===== src/rtl/vga_pkg.sv =====
// Shared VGA definitions: colour type, named colours, end-screen states and
// screen geometry for the 640x480 timing generator.
package vga_pkg;

    localparam int CNT_W     = 10;
    localparam int H_VISIBLE = 640;
    localparam int V_VISIBLE = 480;

    typedef logic [11:0] color_t;

    localparam color_t BLACK = 12'h000;
    localparam color_t WHITE = 12'hFFF;
    localparam color_t RED   = 12'hF00;
    localparam color_t GREEN = 12'h0F0;

    typedef enum logic [1:0] {
        IDLE,
        FADE,
        HOLD
    } state_t;

endpackage


===== src/rtl/vga_frame_tick.sv =====
// One-clk pulse on the first clk cycle the scan position sits at (0,0);
// edge detection keeps it single even when the pixel clock is slower than clk.
module vga_frame_tick
    import vga_pkg::*;
(
    input  logic             clk,
    input  logic             reset,
    input  logic [CNT_W-1:0] hCount,
    input  logic [CNT_W-1:0] vCount,
    output logic             tick
);

    logic at_origin;
    logic prev_origin_reg;

    assign at_origin = (hCount == '0) && (vCount == '0);

    // Reset to 1 so the first cycle out of reset never produces a tick.
    always_ff @(posedge clk or negedge reset) begin
        if (!reset) begin
            prev_origin_reg <= 1'b1;
        end else begin
            prev_origin_reg <= at_origin;
        end
    end

    assign tick = at_origin & ~prev_origin_reg;

endmodule


===== src/rtl/end_screen_rgb.sv =====
// End-of-game screen: win/lose banner over a background, faded in one level
// per FADE_FRAMES frames, then held (optionally blinking). Registered rgb output.
module end_screen_rgb
    import vga_pkg::*;
#(
    parameter color_t         WIN_COLOR    = 12'h0F0,
    parameter color_t         LOSE_COLOR   = 12'hF00,
    parameter color_t         BG_COLOR     = 12'h000,
    parameter logic [CNT_W-1:0] BANNER_X0  = 10'd144,
    parameter logic [CNT_W-1:0] BANNER_X1  = 10'd783,
    parameter logic [CNT_W-1:0] BANNER_Y0  = 10'd200,
    parameter logic [CNT_W-1:0] BANNER_Y1  = 10'd350,
    parameter int             FADE_FRAMES  = 4,
    parameter int             BLINK_FRAMES = 30,
    parameter bit             BLINK_EN     = 1'b1
) (
    input  logic             clk,
    input  logic             reset,
    input  logic             start,
    input  logic             win,
    input  logic             bright,
    input  logic [CNT_W-1:0] hCount,
    input  logic [CNT_W-1:0] vCount,
    output logic [11:0]      rgb,
    output logic             active,
    output logic             fade_done
);

    localparam int FW  = $clog2(FADE_FRAMES);
    localparam int BW  = $clog2(BLINK_FRAMES);
    localparam int FBW = (FW > BW) ? FW : BW;
    localparam int CW  = (FBW > 1) ? FBW : 1;

    localparam logic [CW-1:0] FADE_LAST  = CW'(FADE_FRAMES - 1);
    localparam logic [CW-1:0] BLINK_LAST = CW'(BLINK_FRAMES - 1);

    state_t          state_reg, state_next;
    logic [3:0]      level_reg, level_next;
    logic [CW-1:0]   frame_cnt_reg, frame_cnt_next;
    logic            blink_phase_reg, blink_phase_next;
    logic            mode_reg, mode_next;
    color_t          rgb_reg, pixel_next;
    logic            active_reg, fade_done_reg;

    logic            tick;
    logic            in_banner;
    logic            blanked;
    color_t          base_color;
    color_t          scaled_color;

    vga_frame_tick u_frame_tick (
        .clk    (clk),
        .reset  (reset),
        .hCount (hCount),
        .vCount (vCount),
        .tick   (tick)
    );

    always_comb begin
        state_next       = state_reg;
        level_next       = level_reg;
        frame_cnt_next   = frame_cnt_reg;
        blink_phase_next = blink_phase_reg;
        mode_next        = mode_reg;

        if (start) begin
            mode_next      = win;
            level_next     = 4'd0;
            frame_cnt_next = '0;
            state_next     = FADE;
        end else if (tick) begin
            case (state_reg)
                FADE: begin
                    if (frame_cnt_reg == FADE_LAST) begin
                        frame_cnt_next = '0;
                        if (level_reg == 4'hF) begin
                            state_next       = HOLD;
                            blink_phase_next = 1'b0;
                        end else begin
                            level_next = level_reg + 4'd1;
                        end
                    end else begin
                        frame_cnt_next = frame_cnt_reg + 1'b1;
                    end
                end
                HOLD: begin
                    if (BLINK_EN) begin
                        if (frame_cnt_reg == BLINK_LAST) begin
                            frame_cnt_next   = '0;
                            blink_phase_next = ~blink_phase_reg;
                        end else begin
                            frame_cnt_next = frame_cnt_reg + 1'b1;
                        end
                    end
                end
                default: ;
            endcase
        end
    end

    assign in_banner = (hCount >= BANNER_X0) && (hCount <= BANNER_X1) &&
                       (vCount >= BANNER_Y0) && (vCount <= BANNER_Y1);
    assign blanked    = (state_reg == HOLD) && BLINK_EN && blink_phase_reg;
    assign base_color = (in_banner && !blanked) ? (mode_reg ? WIN_COLOR : LOSE_COLOR)
                                                : BG_COLOR;

    // Fade by clamping each channel to the current level.
    for (genvar gi = 0; gi < 3; gi++) begin : g_chan
        assign scaled_color[gi*4 +: 4] = (base_color[gi*4 +: 4] < level_reg) ?
                                         base_color[gi*4 +: 4] : level_reg;
    end

    assign pixel_next = (!bright || state_reg == IDLE) ? BLACK : scaled_color;

    always_ff @(posedge clk or negedge reset) begin
        if (!reset) begin
            state_reg       <= IDLE;
            level_reg       <= 4'd0;
            frame_cnt_reg   <= '0;
            blink_phase_reg <= 1'b0;
            mode_reg        <= 1'b0;
            rgb_reg         <= BLACK;
            active_reg      <= 1'b0;
            fade_done_reg   <= 1'b0;
        end else begin
            state_reg       <= state_next;
            level_reg       <= level_next;
            frame_cnt_reg   <= frame_cnt_next;
            blink_phase_reg <= blink_phase_next;
            mode_reg        <= mode_next;
            rgb_reg         <= pixel_next;
            active_reg      <= (state_next != IDLE);
            fade_done_reg   <= (state_next == HOLD);
        end
    end

    assign rgb       = rgb_reg;
    assign active    = active_reg;
    assign fade_done = fade_done_reg;

endmodule


===== config.mk =====
export PLATFORM = sky130hd
export DESIGN_NAME = end_screen_rgb
export DESIGN_NICKNAME = d
export VERILOG_FILES = /design/src/rtl/vga_pkg.sv /design/src/rtl/vga_frame_tick.sv /design/src/rtl/end_screen_rgb.sv
export SDC_FILE = /design/constraint.sdc
export NUM_CORES = 1
export LEC_CHECK = 0
export BUFFER_PORTS_ARGS = -buffer_cell sky130_fd_sc_hd__buf_2
export CORE_MARGIN = 4
export CORE_UTILIZATION = 30
export DETAILED_ROUTE_END_ITERATION = 10
export SYNTH_ARGS = -nofsm -noshare
export SYNTH_HDL_FRONTEND = slang
export SYNTH_SLANG_ARGS = --single-unit
export TNS_END_PERCENT = 5

===== constraint.sdc =====
create_clock -name clk -period 7.72 [get_ports clk]
set_input_delay 0.386 -clock clk [delete_from_list [all_inputs] [get_ports clk]]
set_output_delay 0.386 -clock clk [all_outputs]
set_load 0.05 [all_outputs]

==> run_summary.xml <==
<?xml version="1.0" encoding="UTF-8"?>
<metrics>
  <group name="floorplan">
    <metric name="fp.coreArea" unit="um2">5470</metric>
    <metric name="floorplan.die_area" unit="um2">6900</metric>
    <metric name="placement_rows" unit="">27</metric>
    <metric name="dieWidth" unit="um">83.1</metric>
    <metric name="num_io_pins" unit="">39</metric>
    <metric name="initial_utilization" unit="">0.309</metric>
    <metric name="floorplan.die.height" unit="um">83.1</metric>
  </group>
  <group name="logic_synthesis">
    <metric name="yosys.area.top_type_share" unit="">0.399</metric>
    <metric name="avg_synthesized_cell_area" unit="um2">10.1</metric>
    <metric name="yosys.cell_count.top_type" unit="">sky130_fd_sc_hd__dfrtp_1</metric>
    <metric name="postSynth.asyncResetShare" unit="">1.00</metric>
    <metric name="synth.top_cells.by_count" unit="">sky130_fd_sc_hd__dfrtp_1 (27), sky130_fd_sc_hd__nor2_1 (15), sky130_fd_sc_hd__ha_1 (13), sky130_fd_sc_hd__a21oi_1 (11), sky130_fd_sc_hd__inv_1 (11)</metric>
    <metric name="synth-seq-cells" unit="">28</metric>
    <metric name="yosys_warnings" unit="">0</metric>
    <metric name="synthDominantAreaCellType" unit="">sky130_fd_sc_hd__dfrtp_1</metric>
    <metric name="ys_dominant_reg_cell" unit="">sky130_fd_sc_hd__dfrtp_1</metric>
    <metric name="netlist_top_cells_area" unit="">sky130_fd_sc_hd__dfrtp_1 (40%), sky130_fd_sc_hd__ha_1 (9.6%), sky130_fd_sc_hd__a2111oi_4 (4.9%), sky130_fd_sc_hd__nor2_1 (3.3%), sky130_fd_sc_hd__a21oi_1 (3.3%)</metric>
    <metric name="unique_masters_post_synth" unit="">48</metric>
    <metric name="yosysSeqAreaShare" unit="">0.415</metric>
    <metric name="number_of_standard_cells_after_synthesis" unit="">168</metric>
    <metric name="synthesis.area" unit="um2">1690</metric>
    <metric name="synth-edff-count" unit="">0</metric>
  </group>
  <group name="worst_setup_path">
    <metric name="cp.required" unit="ns">7.87</metric>
    <metric name="crit_path_max_fanout" unit="">7</metric>
    <metric name="critical_path_arrival" unit="ns">3.14</metric>
    <metric name="worstSetupPathType" unit="">flop to flop</metric>
    <metric name="worstSetupStartpointType" unit="">flop</metric>
    <metric name="crit_path_end_kind" unit="">flop</metric>
  </group>
  <group name="timing">
    <metric name="slew_of_the_pin_with_the_lowest_slew_margin" unit="ns">0.630</metric>
    <metric name="period_utilization" unit="">0.387</metric>
    <metric name="setup_total_negative_slack" unit="ns">0</metric>
    <metric name="final_period_minus_worst_setup_slack" unit="ns">2.99</metric>
    <metric name="worst_clock_skew" unit="ns">0.00113</metric>
    <metric name="setup-violations-final" unit="">0</metric>
    <metric name="drv_slew" unit="">0</metric>
    <metric name="unrepaired_setup_endpoints_after_global_routing" unit="">no</metric>
    <metric name="setup_ws" unit="ns">4.73</metric>
    <metric name="report.final.hold_viol_count" unit="">0</metric>
    <metric name="fmax" unit="MHz">334</metric>
    <metric name="timing.slew.headroom" unit="">0.580</metric>
  </group>
  <group name="grt">
    <metric name="overflow" unit="">0</metric>
    <metric name="track_usage" unit="">0.107</metric>
    <metric name="first_global_vias" unit="">1335</metric>
    <metric name="grt_antenna_before_repair" unit="">0</metric>
    <metric name="grt_start_max_net_pins" unit="">29</metric>
    <metric name="grt_pass1_wl" unit="um">6090</metric>
  </group>
  <group name="clock_network">
    <metric name="path_clk_slew" unit="ns">0.09</metric>
    <metric name="hold_buffers" unit="">0</metric>
    <metric name="postCtsSetupBuffers" unit="">0</metric>
    <metric name="clock_insertion_delay_worst_skew" unit="ns">0.27</metric>
    <metric name="cts-htree-levels" unit="">1</metric>
    <metric name="cts_root_buf" unit="">sky130_fd_sc_hd__clkbuf_8</metric>
    <metric name="ctsLongestPathBuffers" unit="">2</metric>
    <metric name="cts_sinks" unit="">28</metric>
    <metric name="cts_tree" unit="">yes</metric>
    <metric name="cts_resized" unit="">0</metric>
    <metric name="cts_inserted_buffers" unit="">3</metric>
  </group>
  <group name="finish">
    <metric name="layout.filler_cells" unit="">577</metric>
    <metric name="layout-area-overhead-vs-synth" unit="%">19.6</metric>
    <metric name="nets" unit="">248</metric>
    <metric name="final_core_utilization" unit="">0.370</metric>
    <metric name="largest_register_ff_count" unit="">12</metric>
    <metric name="finalInstanceArea" unit="um2">2020</metric>
    <metric name="insertedDiodeCount" unit="">0</metric>
    <metric name="layout-drive-gt1-share" unit="">0.273</metric>
  </group>
  <group name="place">
    <metric name="preCtsSetupSlack" unit="ns">4.42</metric>
    <metric name="post-dp-hpwl" unit="um">2680</metric>
    <metric name="post_dp_cell_area" unit="um2">1970</metric>
    <metric name="place.gp.congestion" unit="">0.778</metric>
    <metric name="port_buffers" unit="">38</metric>
  </group>
  <group name="pwr">
    <metric name="p_clk_frac" unit="">0.327</metric>
    <metric name="seq_power_share" unit="">0.534</metric>
    <metric name="sw_frac_of_total" unit="">0.258</metric>
    <metric name="p_comb_frac" unit="">0.139</metric>
    <metric name="power_density" unit="nW/um2">139</metric>
    <metric name="switchingPower" unit="W">0.0000723</metric>
    <metric name="peakVddDrop" unit="mV">0.0638</metric>
    <metric name="static-leakage-power" unit="nW">0.932</metric>
    <metric name="internal-power" unit="W">0.000208</metric>
  </group>
  <group name="drt">
    <metric name="antenna_violating_nets_post_route" unit="">0</metric>
    <metric name="route.detailed.vias_per_inst" unit="">4.85</metric>
    <metric name="first_pass_iters" unit="">4</metric>
    <metric name="wire_per_inst" unit="um">12.4</metric>
    <metric name="initialDrtViolationCount" unit="">34</metric>
    <metric name="final_wirelength" unit="um">3490</metric>
    <metric name="vias" unit="">1364</metric>
    <metric name="drc" unit="">0</metric>
  </group>
  <group name="status">
    <metric name="status" unit="">finished, final reports clean</metric>
  </group>
  <group name="hold_path">
    <metric name="holdCritPathClass" unit="">primary input to async pin</metric>
  </group>
  <group name="run">
    <metric name="timing.max_cap.violations" unit="">0</metric>
  </group>
</metrics>
[layer usage]
metal / part of all wire / wire [um] / track usage / vias up
li1: - / - / - / 696
met1: 0.48 / 1660 / 0.137 / 627
met2: 0.46 / 1600 / 0.176 / 37
met3: 0.050 / 175 / 0.0198 / 4
met4: 0.015 / 51 / 0.0431 / 0
met5: 0 / 0 / 0 / -
[power groups by stage]
stage	Clock (W)	Combinational [W]	Sequential [W]
final	0.0000916	0.0000391	0.000150
after global routing	0.000102	0.0000444	0.000150
after CTS	0.0000961	0.0000399	0.000150
after detailed placement	0	0.0000399	0.000153
after global placement	0	0.0000392	0.000153
after floorplan	0	0.0000170	0.000160
[through the flow]
stage	hold WS (ns)	power, W	std cells
2_1_floorplan	0.0904	0.000177	169
3_3_place_gp	0.452	0.000192	277
3_5_place_dp	0.451	0.000193	277
4_1_cts	0.141	0.000286	281
5_1_grt	0.182	0.000297	281
6_report	0.118	0.000280	281
[path summary, 6_finish.rpt]
check | startpoint | to | slack [ns] | cells after the start
max in group asynchronous | reset | state_reg[0]$_DFF_PN0_ | 7.19 | 1
min in group clk | win | mode_reg$_DFFE_PN0P_ | 0.33 | 3
hold / removal | reset | mode_reg$_DFFE_PN0P_ | 0.12 | 1
hold reg to reg | state_reg[0]$_DFF_PN0_ | state_reg[0]$_DFF_PN0_ | 0.52 | 1
setup reg to reg | state_reg[0]$_DFF_PN0_ | rgb[5]$_DFF_PN0_ | 4.73 | 11
setup / recovery | state_reg[0]$_DFF_PN0_ | rgb[5]$_DFF_PN0_ | 4.73 | 11
[worst max-delay path: stages, from the launching register on]
cell and delay [ns]:
sky130_fd_sc_hd__dfrtp_1 0.38, sky130_fd_sc_hd__inv_1 0.10, sky130_fd_sc_hd__ha_1 0.26, sky130_fd_sc_hd__a21oi_1 0.14, sky130_fd_sc_hd__o211ai_1 0.19, sky130_fd_sc_hd__a2111oi_4 0.48, sky130_fd_sc_hd__ha_1 0.33, sky130_fd_sc_hd__a21oi_1 0.24
sky130_fd_sc_hd__nand2b_1 0.12, sky130_fd_sc_hd__o21ai_0 0.36, sky130_fd_sc_hd__o21ba_2 0.22, sky130_fd_sc_hd__nor3_1 0.05
[final cells by class]
cell class,instances,area [um2],area share
clock buffers,4,55.1,0.0272
inverters,11,41.3,0.0204
multi-input cells,128,945,0.467
flip-flops and latches,28,702,0.347
well taps,72,90.1,0.0445
repair buffers,38,190,0.0940
[placed cells by master (no fill, tap or decap), types with 3 or more instances in the layout]
| cell type | n |
|---|---|
| sky130_fd_sc_hd__nand3_1 | 4 |
| sky130_fd_sc_hd__ha_1 | 13 |
| sky130_fd_sc_hd__nand4_1 | 3 |
| sky130_fd_sc_hd__nor3_1 | 7 |
| sky130_fd_sc_hd__o21ai_0 | 8 |
| sky130_fd_sc_hd__nor2_1 | 15 |
| sky130_fd_sc_hd__clkbuf_8 | 4 |
| sky130_fd_sc_hd__and3_1 | 3 |
| sky130_fd_sc_hd__nor4_1 | 3 |
| sky130_fd_sc_hd__dfrtp_1 | 27 |
| sky130_fd_sc_hd__nand2_1 | 8 |
| sky130_fd_sc_hd__inv_1 | 11 |
| sky130_fd_sc_hd__nand2b_1 | 6 |
| sky130_fd_sc_hd__buf_2 | 38 |
| sky130_fd_sc_hd__o31ai_1 | 3 |
| sky130_fd_sc_hd__a2111oi_4 | 3 |
| sky130_fd_sc_hd__a21oi_1 | 11 |
| sky130_fd_sc_hd__and2_1 | 4 |
[logic make-up after synthesis]
group	Yosys count	synth area share
and+or+nand+nor	69	0.244
adders and majority gates	13	0.0962
buffers and inverters	13	0.0288
AOI/OAI and AO/OA	43	0.207
muxes	1	0.00666
DFF	28	0.415
other	1	0.00222
Note: power is estimated with default switching activity, not from simulation.
